==> src/rtl/bcd_display_pkg.sv <==
// Shared constants and helpers for the BCD timer and its 7-segment scan.
// Segment patterns are active-low and packed as {g,f,e,d,c,b,a}.
package bcd_display_pkg;

  localparam logic [6:0] SEG_BLANK = 7'h7F;

  localparam logic [6:0] SEG_DIGIT [0:9] = '{
    7'h40,
    7'h79,
    7'h24,
    7'h30,
    7'h19,
    7'h12,
    7'h02,
    7'h78,
    7'h00,
    7'h10
  };

  localparam logic [3:0] BCD_MAX = 4'd9;

  function automatic logic [6:0] bcd_to_seg(
    input logic [3:0] digit
  );
    if (digit > BCD_MAX) begin
      return SEG_BLANK;
    end
    return SEG_DIGIT[int'(digit)];
  endfunction

  // Out-of-range nibbles saturate to 9 so the
  // counter never holds a non-BCD digit.
  function automatic logic [3:0] bcd_clamp(
    input logic [3:0] digit
  );
    return (digit > BCD_MAX) ? BCD_MAX : digit;
  endfunction

endpackage

==> src/rtl/bcd_decade.sv <==
// One BCD decade: load, increment/decrement with carry/borrow chaining.
// Ports: i_clk, i_reset, i_load, i_load_digit, i_tick, i_up,
//        i_carry_in, o_digit (registered), o_carry_out (combinational).
module bcd_decade
  import bcd_display_pkg::*;
(
  input  logic       i_clk,
  input  logic       i_reset,
  input  logic       i_load,
  input  logic [3:0] i_load_digit,
  input  logic       i_tick,
  input  logic       i_up,
  input  logic       i_carry_in,
  output logic [3:0] o_digit,
  output logic       o_carry_out
);

  logic [3:0] r_digit;
  logic       w_at_edge;
  logic       w_step;

  // At the wrap boundary for the current direction:
  // 9 when counting up, 0 when counting down.
  assign w_at_edge = i_up ? (r_digit == BCD_MAX)
                          : (r_digit == 4'd0);

  // A decade only moves when every lower decade
  // is also wrapping, i.e. the carry ripples in.
  assign w_step      = i_tick & i_carry_in;
  assign o_carry_out = i_carry_in & w_at_edge;
  assign o_digit     = r_digit;

  always_ff @(posedge i_clk) begin
    if (i_reset) begin
      r_digit <= 4'd0;
    end else if (i_load) begin
      r_digit <= bcd_clamp(i_load_digit);
    end else if (w_step) begin
      if (i_up) begin
        r_digit <= w_at_edge ? 4'd0
                             : r_digit + 4'd1;
      end else begin
        r_digit <= w_at_edge ? BCD_MAX
                             : r_digit - 4'd1;
      end
    end
  end

endmodule

==> src/rtl/bcd_updown_timer.sv <==
// N-digit BCD up/down timer with tick prescaler and 7-seg scan driver.
// Ports: clk_100MHz, reset (sync, high), enable, up, load, load_value,
//        count, tc, display_anodes (active-low), display_cathodes
//        (active-low {g..a}). Optional: LEADING_ZERO_BLANK_EN blanks
//        leading zero digits on the display (digit 0 never blanked).
module bcd_updown_timer
  import bcd_display_pkg::*;
#(
  parameter int DIGITS   = 4,
  parameter int TICK_DIV = 100_000_000,
  parameter int SCAN_DIV = 200_000
) (
  input  logic                clk_100MHz,
  input  logic                reset,
  input  logic                enable,
  input  logic                up,
  input  logic                load,
  input  logic [4*DIGITS-1:0] load_value,
  output logic [4*DIGITS-1:0] count,
  output logic                tc,
  output logic [7:0]          display_anodes,
  output logic [6:0]          display_cathodes
);

  localparam int TW = $clog2(TICK_DIV);
  localparam int SW = $clog2(SCAN_DIV);
  localparam int IW = (DIGITS > 1) ? $clog2(DIGITS) : 1;

  localparam logic [TW-1:0] PRE_LAST  = TW'(TICK_DIV - 1);
  localparam logic [SW-1:0] SCAN_LAST = SW'(SCAN_DIV - 1);
  localparam logic [IW-1:0] IDX_LAST  = IW'(DIGITS - 1);

  logic [TW-1:0]       r_pre;
  logic                w_pre_wrap;
  logic                w_tick;

  logic [SW-1:0]       r_sdiv;
  logic                w_scan_wrap;
  logic [IW-1:0]       r_idx;

  logic [DIGITS:0]     w_carry;
  logic [4*DIGITS-1:0] w_count;
  logic                r_tc;

  logic [DIGITS-1:0]   w_lz;
  logic [3:0]          w_sel;
  logic                w_sel_lz;
  logic [6:0]          w_seg;
  logic [7:0]          w_an;

  logic [7:0]          r_an;
  logic [6:0]          r_ca;

  // Prescaler holds its phase while disabled,
  // so resuming keeps the original tick spacing.
  assign w_pre_wrap = (r_pre == PRE_LAST);
  assign w_tick     = enable & w_pre_wrap;

  always_ff @(posedge clk_100MHz) begin
    if (reset) begin
      r_pre <= '0;
    end else if (enable) begin
      r_pre <= w_pre_wrap ? '0
                          : r_pre + TW'(1);
    end
  end

  assign w_carry[0] = 1'b1;

  for (genvar g = 0; g < DIGITS; g++) begin : g_dec
    bcd_decade u_dec (
      .i_clk        (clk_100MHz),
      .i_reset      (reset),
      .i_load       (load),
      .i_load_digit (load_value[4*g +: 4]),
      .i_tick       (w_tick),
      .i_up         (up),
      .i_carry_in   (w_carry[g]),
      .o_digit      (w_count[4*g +: 4]),
      .o_carry_out  (w_carry[g+1])
    );
  end

  // A carry out of the top decade on a tick means
  // the whole counter wrapped this edge.
  always_ff @(posedge clk_100MHz) begin
    if (reset) begin
      r_tc <= 1'b0;
    end else if (load) begin
      r_tc <= 1'b0;
    end else begin
      r_tc <= w_tick & w_carry[DIGITS];
    end
  end

  assign count = w_count;
  assign tc    = r_tc;

  assign w_scan_wrap = (r_sdiv == SCAN_LAST);

  always_ff @(posedge clk_100MHz) begin
    if (reset) begin
      r_sdiv <= '0;
      r_idx  <= '0;
    end else begin
      r_sdiv <= w_scan_wrap ? '0
                            : r_sdiv + SW'(1);
      if (w_scan_wrap) begin
        r_idx <= (r_idx == IDX_LAST) ? '0
                                     : r_idx + IW'(1);
      end
    end
  end

`ifdef LEADING_ZERO_BLANK_EN
  // Walk down from the top decade; a digit is a
  // leading zero while everything above it is 0.
  always_comb begin
    logic v_run;
    w_lz  = '0;
    v_run = 1'b1;
    for (int i = DIGITS - 1; i >= 1; i--) begin
      v_run   = v_run & (w_count[4*i +: 4] == 4'd0);
      w_lz[i] = v_run;
    end
  end
`else
  assign w_lz = '0;
`endif

  always_comb begin
    w_sel    = 4'd0;
    w_sel_lz = 1'b0;
    for (int i = 0; i < DIGITS; i++) begin
      if (int'(r_idx) == i) begin
        w_sel    = w_count[4*i +: 4];
        w_sel_lz = w_lz[i];
      end
    end
  end

  assign w_seg = w_sel_lz ? SEG_BLANK
                          : bcd_to_seg(w_sel);

  always_comb begin
    w_an = 8'hFF;
    for (int i = 0; i < 8; i++) begin
      if (i < DIGITS && int'(r_idx) == i) begin
        w_an[i] = 1'b0;
      end
    end
  end

  always_ff @(posedge clk_100MHz) begin
    if (reset) begin
      r_an <= 8'hFF;
      r_ca <= SEG_BLANK;
    end else begin
      r_an <= w_an;
      r_ca <= w_seg;
    end
  end

  assign display_anodes   = r_an;
  assign display_cathodes = r_ca;

endmodule

==> config.mk <==
export PLATFORM = sky130hd
export DESIGN_NAME = bcd_updown_timer
export DESIGN_NICKNAME = d
export VERILOG_FILES = /design/src/rtl/bcd_display_pkg.sv /design/src/rtl/bcd_decade.sv /design/src/rtl/bcd_updown_timer.sv
export SDC_FILE = /design/constraint.sdc
export NUM_CORES = 1
export LEC_CHECK = 0
export CORE_MARGIN = 8
export CORE_UTILIZATION = 46
export CTS_CLUSTER_DIAMETER = 100
export DETAILED_ROUTE_END_ITERATION = 8
export MAX_ROUTING_LAYER = met4
export PLACE_DENSITY = 0.68
export SYNTH_ARGS = -nofsm -noshare
export SYNTH_HDL_FRONTEND = slang
export SYNTH_SLANG_ARGS = --single-unit
==> constraint.sdc <==
create_clock -name clk_100MHz -period 5.8 [get_ports clk_100MHz]
set_input_delay 0.58 -clock clk_100MHz [delete_from_list [all_inputs] [get_ports clk_100MHz]]
set_output_delay 0.58 -clock clk_100MHz [all_outputs]
set_load 0.05 [all_outputs]
* Word level (Yosys, flattened, before mapping)
Memories as Yosys holds them, arrays and structs flattened.
Index checks and enable logic that the tools add are counted.
** Word-level totals
- Flip-flop bits (word level) :: 79
- Bits in read-only memories :: 112
- Bits of input ports :: 21
- Output and inout bits :: 32
- Word-level logic and storage cells :: 102
- Memories kept :: 1
** Memories
- (no name shown) :: depth 16, width 7, read ports 1, clocked after Yosys merged registers in 0, wr ports 0, RTL line bcd_display_pkg.sv:28 : return SEG_DIGIT[int'(digit)];
** Operators by class
- $add $sub $neg :: 11
- Order comparisons :: 6
- Equal/unequal tests :: 10
- Muxes and demuxes :: 43
- Bitwise operators :: 9
- Reductions and logical operators :: 11
** Operators by type and width (count)
- 2-to-1 mux 4 bit :: 28
- >= comparator 32 x 5 -> 1 bit, second input constant :: 1
- NOT 4 -> 32 bit :: 1
- 2-to-1 mux 7 bit :: 4
- adder 27 x 1 -> 27 bit, second input constant :: 1
- == test 27 bit, second input constant :: 1
- 2-to-1 mux 27 bit :: 1
- greater-than comparator 4 bit, second input constant :: 5
- adder 18 x 1 -> 18 bit, second input constant :: 1
- == test 18 bit, second input constant :: 1
- adder 4 x 1 -> 4 bit, second input constant :: 4
- == test 4 bit, second input constant :: 4
- logical NOT 4 bit :: 4
- subtractor 4 x 1 -> 4 bit, second input constant :: 4
- 2-to-1 mux 1 bit :: 9
- bitwise AND 1 bit :: 8
- nonzero test 2 bit :: 4
- == test 2 bit, second input constant :: 3
- OR reduction 2 bit :: 2
- adder 2 x 1 -> 2 bit, second input constant :: 1
- == test 2 x 1 -> 1 bit, second input constant :: 1
- logical NOT 2 bit :: 1
- 2-to-1 mux 2 bit :: 1

* Depth between registers and ports, before layout
Gate-level depths: netlist of run 1.
- Depth after elaboration :: 10
- Gate-level depth with buffers :: 12
- Mapped depth without buffers :: 11

* Cells and area by module
From an unflattened synthesis of run 1, not the netlist that was laid out.
** Second synthesis, totals
- Cells, all modules :: 517
- Area total of the unflattened synthesis :: 4429.2 um^2
** Modules (own cells, without submodules)
- bcd_updown_timer :: instances 1, cells an instance 325, area an instance 2857.7 um^2, sequential area each 1181.1 um^2
- bcd_decade :: instances 4, cells an instance 48, area an instance 392.9 um^2, sequential area each 80.1 um^2

* Worst setup path before layout of run 1
OpenSTA, ideal clock, no wires.
- Path kind :: register -> register
- Start point :: reg g_dec[0].u_dec.r_digit[0]
- End point :: reg g_dec[2].u_dec.r_digit[0]
- Setup time :: 0.115 ns
- Arrival time :: 2.409 ns
- Data required time :: 5.685 ns
- Setup slack :: 3.277 ns
- Stages on the path, launching flop included :: 8
- Buffers on the path :: 0
- Clock period less this slack :: 2.523 ns
- Cell sequence :: dfxtp_1 inv_1 ha_1 or4b_4 a22oi_2 nor4b_4 mux2_2 o21a_1
** On the way
- Word-level cells in the longest chain between the ends :: 5
- Elaborated cells on any way between the ends :: 6
- Those cells by class :: 1 x eq/ne; 1 x mux; 2 x bitwise; 2 x reduce/logical
** RTL lines
- from (decl) :: RTL line bcd_decade.sv:18 : logic [3:0] r_digit;
- from (signal assigned) :: RTL line bcd_decade.sv:37 : r_digit <= bcd_clamp(i_load_digit);
- from (signal assigned) :: RTL line bcd_decade.sv:40 : r_digit <= w_at_edge ? 4'd0
- from (signal assigned) :: RTL line bcd_decade.sv:43 : r_digit <= w_at_edge ? BCD_MAX
- == test 4 bit / logical NOT 4 bit (equally long branches) :: RTL line bcd_decade.sv:24, bcd_decade.sv:25
- 2-to-1 mux 1 bit (*) :: RTL line bcd_decade.sv:24 : assign w_at_edge = i_up ? (r_digit == BCD_MAX)
- bitwise AND 1 bit (*) :: RTL line bcd_decade.sv:30 : assign o_carry_out = i_carry_in & w_at_edge;
- bitwise AND 1 bit (*) :: RTL line bcd_decade.sv:29 : assign w_step = i_tick & i_carry_in;
- nonzero test 2 bit (no source line) (*)
- to (signal assigned) :: RTL line bcd_decade.sv:37
- to (signal assigned) :: RTL line bcd_decade.sv:40
- to (signal assigned) :: RTL line bcd_decade.sv:43
- to (decl) :: RTL line bcd_decade.sv:18
Every way passes the cells marked *; elsewhere a longest branch is shown, timed or not.
A chain may end at the register's enable or synchronous reset.

* Final worst setup path of run 1
- Start point :: in up
- End point :: reg g_dec[2].u_dec.r_digit[0]
** On the way
- Word-level cells in the longest chain between the ends :: 5
- Elaborated cells on any way between the ends :: 11
- Those cells by class :: 8 x mux; 2 x bitwise; 1 x reduce/logical
** RTL lines
- from (decl) :: RTL line bcd_updown_timer.sv:16 : input logic up,
- 2-to-1 mux 1 bit :: RTL line bcd_decade.sv:24
- 2-to-1 mux 4 bit, on equally long branches :: RTL line bcd_decade.sv:43, bcd_decade.sv:40
- 2-to-1 mux 4 bit :: RTL line bcd_decade.sv:39 : if (i_up) begin
- 2-to-1 mux 4 bit :: RTL line bcd_decade.sv:38 : end else if (w_step) begin
- 2-to-1 mux 4 bit :: RTL line bcd_decade.sv:36 : end else if (i_load) begin
Several ways; a longest one is shown, not always the timed one. The select of a mux whose other input is x is not followed.

==> flow_summary.yaml, run 1 <==
cts:
  root_buffer: "clkbuf_8"
  cts_tree: "done"
  clkSlewWorstSetupHoldPaths_ns: 0.08
  cts_resized: 0
  clock_latency_ns: 0.35
  numCtsBuffers: 9
  post_cts_buffers: 0
  htreeDepth: 3
  cts_hold_buf: 0
  cts_sinks: 75
  clockBufferDepth: 2
global_routing:
  antenna_found_initial: 0
  grt_busiest_layer: "met2"
  grt_pass1_vias: 3651
  grtUsageTotal_pct: 16.1
  grt_max_degree: 40
  use_met2_pct: 26.1
  met3_usage_pct: 3.52
  grt_pass1_wl_um: 17000
  overflow: 0
  grt_use_met1_pct: 19.6
critical_path:
  end_kind: "flop"
  reg2reg_setup_slack_ns: 3.29
  arrival_ns: 3.41
  crit_fanout: 26
  r2r_cells: 7
  rr_endpoint: "g_dec[2].u_dec.o_digit[0]$_SDFFE_PP0P_"
  crit_type: "in2reg"
  required_ns: 6.04
  start_kind: "input pin"
  reg2reg_from: "g_dec[0].u_dec.o_digit[1]$_SDFFE_PP0P_"
layout:
  n_fill_cell: 912
  fin_area_mm2: 0.00526
  nets: 615
  drive_above_1_share_pct: 8.16
  multi_input_comb_area_mm2: 0.00276
  utilization_pct: 54.3
  stdcell_count: 709
  seqCellArea_mm2: 0.00150
  final_common_cell: "dfxtp_1"
  syn2layout_area_growth_pct: 16.0
  antenna_cells: 0
  mostFrequentLayoutCells: "75 x dfxtp_1, 69 x nor2_1, 48 x clkdlybuf4s50_1"
flow_run:
  cap_violations: 0
power:
  p_int_uw: 881
  power.leakage_nw: 1.99
  p_clk_share_pct: 37.3
  ir_drop_mv: 0.120
  power.switching_uw: 340
  totalPowerFinal_mw: 1.22
  power.density_mw_per_mm2: 232
  p_seq_share_pct: 45.4
  swShare_pct: 27.8
  pwr-share-comb_pct: 17.3
timing:
  slew_violations: 0
  period_minus_slack_ns: 3.16
  rsz0062_at_grt: "no"
  fmax_ghz: 0.316
  layout_setup_ws_ns: 2.64
  finalSetupViolCount: 0
  relSlewSlack_pct: 30.6
  tns_ns: 0
  fin_crit_sh_pct: 54.5
  whs_ns: 0.495
  skew_ns: 0.0135
  worst_pin_slew_ns: 1.03
  hold_viol: 0
placed_design:
  pre_cts_slack_ns: 2.26
  hpwl_um: 7310
  gp_congestion: 0.863
  numPortBuffers: 48
  dpl-instance-area_mm2: 0.00503
  dp.cells: 694
floorplan:
  initial_core_util_pct: 46.8
  pin_count: 53
  fp.dieW_um: 115
  die_h_um: 115
  rows: 36
  dieArea_mm2: 0.0133
  core_area_mm2: 0.00968
route:
  firstDrtPassIters: 4
  viasPerCell: 5.36
  wl_um: 10000
  wire_per_inst_um: 14.1
  post-route-drc-count: 0
  ant_nets: 0
  vias: 3801
  drt-initial-drc-count: 211
yosys:
  synthArstFlopShare_pct: 0
  synth_seq_cells: 75
  netlist_instances: 537
  syn_area_mm2: 0.00453
  yosysSeqAreaShare_pct: 33.1
  syn_avg_cell_area_um2: 8.44
  ys.flop_type: "dfxtp_1"
  yosysWarnings: 0
  synthDistinctLibCells: 76
  synth_edf_count: 0
hold_path:
  hp-start: "r_pre[24]$_SDFFE_PP0P_"
  hp-class: "reg2reg"
  hold_path_depth: 2
  min_to: "r_pre[24]$_SDFFE_PP0P_"
run_status:
  outcome: "finished, final reports clean"
synthesized netlist by cell type (8+ instances only):
master,n,area share [%]
nand2_1,36,3.0
nand3_1,22,2.4
xnor2_1,16,3.1
inv_1,24,2.0
nand2b_1,15,2.1
ha_1,22,6.1
xor2_1,33,6.4
a21oi_1,18,2.0
o21ai_0,15,1.7
a211oi_1,9,1.5
nand4_1,15,2.1
clkbuf_1,13,1.1
a31oi_1,8,1.1
dfxtp_1,75,33
nand3b_1,8,1.3
nor2_1,69,5.7
routing by layer:
metal | vias to the layer above | share of wire, %
met2 | 58 | 48
met5 | - | 0
li1 | 1940 | -
met3 | 8 | 4.5
met4 | 0 | 0.89
met1 | 1795 | 47
critical path, cell delays in order:
cell and delay, ns:
clkdlybuf4s50_1 0.90, or4b_4 0.73, a22oi_2 0.24, nor4b_4 0.39, mux2_2 0.38, o21a_1 0.17
worst max path at each step:
stage	from	end	slack [ns]
final	up	g_dec[2].u_dec.o_digit[0]$_SDFFE_PP0P_	2.64
after global routing	up	g_dec[2].u_dec.o_digit[0]$_SDFFE_PP0P_	2.48
after CTS	up	g_dec[2].u_dec.o_digit[0]$_SDFFE_PP0P_	2.64
after detailed placement	up	g_dec[2].u_dec.o_digit[0]$_SDFFE_PP0P_	2.26
after global placement	up	g_dec[2].u_dec.o_digit[0]$_SDFFE_PP0P_	2.31
after floorplan	g_dec[0].u_dec.o_digit[0]$_SDFFE_PP0P_	g_dec[2].u_dec.o_digit[0]$_SDFFE_PP0P_	3.28
sequential cells by signal, summed over array words and instances (netlist names):
name,flops
r_pre,27
r_sdiv,18
g_dec.u_dec.o_digit,16
display_cathodes,7
display_anodes,4
r_idx,2
tc,1
power groups by stage:
stage	Clock (mW)	Sequential, mW	Combinational, mW
6_report	0.455	0.555	0.211
5_1_grt	0.490	0.559	0.230
4_1_cts	0.468	0.555	0.213
3_5_place_dp	0	0.567	0.212
3_3_place_gp	0	0.566	0.209
2_1_floorplan	0	0.598	0.120
kinds of logic after synthesis:
group,share of synthesized area [%]
fa+ha+maj,6.07
buf+inv,6.16
compound gates,13.9
xor+xnor,9.47
simple gates,28.0
other cells,0.0827
mux,3.20
flops,33.1
area by class of cell:
type,count,area share (%)
tap,133,3.17
sequential,75,28.6
timing repair buffer,52,9.71
clock buffer,11,2.88
clock inverter,4,1.40
multi-input combinational,410,52.6
inverter,24,1.71
Power figures use the tool's default switching activity.
==> inputs of run 2 (changes only) <==
==> constraint.sdc (replaced) <==
create_clock -name clk_100MHz -period 3 [get_ports clk_100MHz]
set_input_delay 0.3 -clock clk_100MHz [delete_from_list [all_inputs] [get_ports clk_100MHz]]
set_output_delay 0.3 -clock clk_100MHz [all_outputs]
set_load 0.05 [all_outputs]
==> run 2 against run 1 <==
Against the previous run: sequential share of layout area shrank 0.20 points; design area grew 0.69%; routed wire length shrank 0.81%; setup slack lost 2.2 ns; clock power grew 91%; global-route usage shrank 0.068 points; non-clock buffer count grew 5; largest cell class unchanged.
==> flow_summary.yaml, run 2 (synthesis results as in run 1) <==
critical_path:
  start_kind: "flop"
  required_ns: 3.24
  cpMaxStageDelayCell: "or4b_4"
  crit_fanout: 10
  end_kind: "flop"
  critical_path.cell_chain: "inv_1, ha_1, or4b_4, a22oi_2, nor4b_4, mux2_2, o21a_1"
  arrival_ns: 2.78
  max_stage_delay_ns: 0.49
  crit_type: "reg2reg"
cts:
  post_cts_buffers: 0
  clkSlewWorstSetupHoldPaths_ns: 0.09
  cts_sinks: 75
  cts_resized: 0
  cts_hold_buf: 0
  root_buffer: "clkbuf_8"
  numCtsBuffers: 9
  cts_tree: "done"
  clock_latency_ns: 0.34
  clockBufferDepth: 2
  htreeDepth: 3
floorplan:
  core_area_mm2: 0.00968
  die_h_um: 115
  pin_count: 53
  fp.dieW_um: 115
  dieArea_mm2: 0.0133
  initial_core_util_pct: 46.8
  rows: 36
power:
  power.leakage_nw: 2.02
  power.density_mw_per_mm2: 445
  totalPowerFinal_mw: 2.35
  ir_drop_mv: 0.238
timing:
  fin_crit_sh_pct: 84.8
  period_minus_slack_ns: 2.54
  fmax_ghz: 0.393
  relSlewSlack_pct: 53.9
  slew_violations: 0
  hold_viol: 0
  worst_pin_slew_ns: 0.688
  skew_ns: 0.0137
  finalSetupViolCount: 0
  tns_ns: 0
  rsz0062_at_grt: "no"
placed_design:
  gp_congestion: 0.878
  numPortBuffers: 48
  hpwl_um: 7440
layout:
  antenna_cells: 0
  top_register: "r_pre"
  syn2layout_area_growth_pct: 16.8
  n_fill_cell: 917
  nets: 620
  largest_register_ffs: 27
  final_common_cell: "dfxtp_1"
  drive_above_1_share_pct: 9.11
  mostFrequentLayoutCells: "75 x dfxtp_1, 69 x nor2_1, 48 x clkdlybuf4s50_1"
global_routing:
  antenna_found_initial: 0
  grtUsageTotal_pct: 16.0
  grt_pass1_vias: 3665
  grt_use_met1_pct: 19.3
  overflow: 0
  grt_max_degree: 25
  grt_pass1_wl_um: 17200
  met3_usage_pct: 3.26
  use_met2_pct: 26.9
  grt_busiest_layer: "met2"
route:
  vias: 3825
  wire_per_inst_um: 13.9
  post-route-drc-count: 0
  firstDrtPassIters: 4
  ant_nets: 0
  viasPerCell: 5.35
  drt-initial-drc-count: 175
  wl_um: 9950
run_status:
  outcome: "finished, final reports clean"
flow_run:
  cap_violations: 0
hold_path:
  hp-class: "reg2reg"
-- run 2: final cells by class --
| cell class | instances | area (µm²) | area share [%] |
|---|---|---|---|
| inverter | 24 | 90.1 | 1.70 |
| tap | 133 | 166 | 3.14 |
| clock inverter | 7 | 100 | 1.89 |
| clock buffer | 9 | 124 | 2.34 |
| sequential | 75 | 1500 | 28.4 |
| timing repair buffer | 57 | 548 | 10.4 |
| multi-input combinational | 410 | 2760 | 52.2 |
-- run 2: per-layer routing --
metal	part of all wire [%]	wire length [µm]
met1	46	4580
met3	4.8	480
met4	1.3	128
met5	0	0
met2	48	4760
-- run 2: worst paths after layout --
check        slack, ns  cells past startpoint                                      to                                    from
min reg2reg       0.48                      2                  r_pre[24]$_SDFFE_PP0P_                  r_pre[24]$_SDFFE_PP0P_
min               0.48                      2                  r_pre[24]$_SDFFE_PP0P_                  r_pre[24]$_SDFFE_PP0P_
max               0.46                      7  g_dec[2].u_dec.o_digit[0]$_SDFFE_PP0P_  g_dec[0].u_dec.o_digit[0]$_SDFFE_PP0P_
max reg2reg       0.46                      7  g_dec[2].u_dec.o_digit[0]$_SDFFE_PP0P_  g_dec[0].u_dec.o_digit[0]$_SDFFE_PP0P_
-- run 2: worst max-delay path: cells and delay by family (launching register included) --
kind / cells / cell delay [ns]
mux: 1 / 0.40
simple gates: 2 / 0.93
compound gates: 2 / 0.41
flops: 1 / 0.40
fa+ha+maj: 1 / 0.21
buf+inv: 1 / 0.11
-- run 2: stage by stage --
stage | hold slack, ns | cell area, µm² | setup WS, ns | util, % | std cells
after floorplan | 0.415 | 4540 | 0.477 | - | 540
after global placement | 0.467 | 5070 | 0.294 | 52.4 | 699
after detailed placement | 0.475 | 5070 | 0.234 | 52.4 | 699
after CTS | 0.489 | 5290 | 0.478 | 54.7 | 715
after global routing | 0.533 | 5290 | 0.324 | 54.7 | 715
final | 0.484 | 5290 | 0.456 | 54.7 | 715
-- run 2: report_power, final --
| part | internal, mW | switching, mW | total (mW) |
|---|---|---|---|
| logic | 0.172 | 0.243 | 0.415 |
| registers | 1.03 | 0.0450 | 1.07 |
| clock network | 0.474 | 0.393 | 0.868 |
| total | 1.67 | 0.681 | 2.35 |
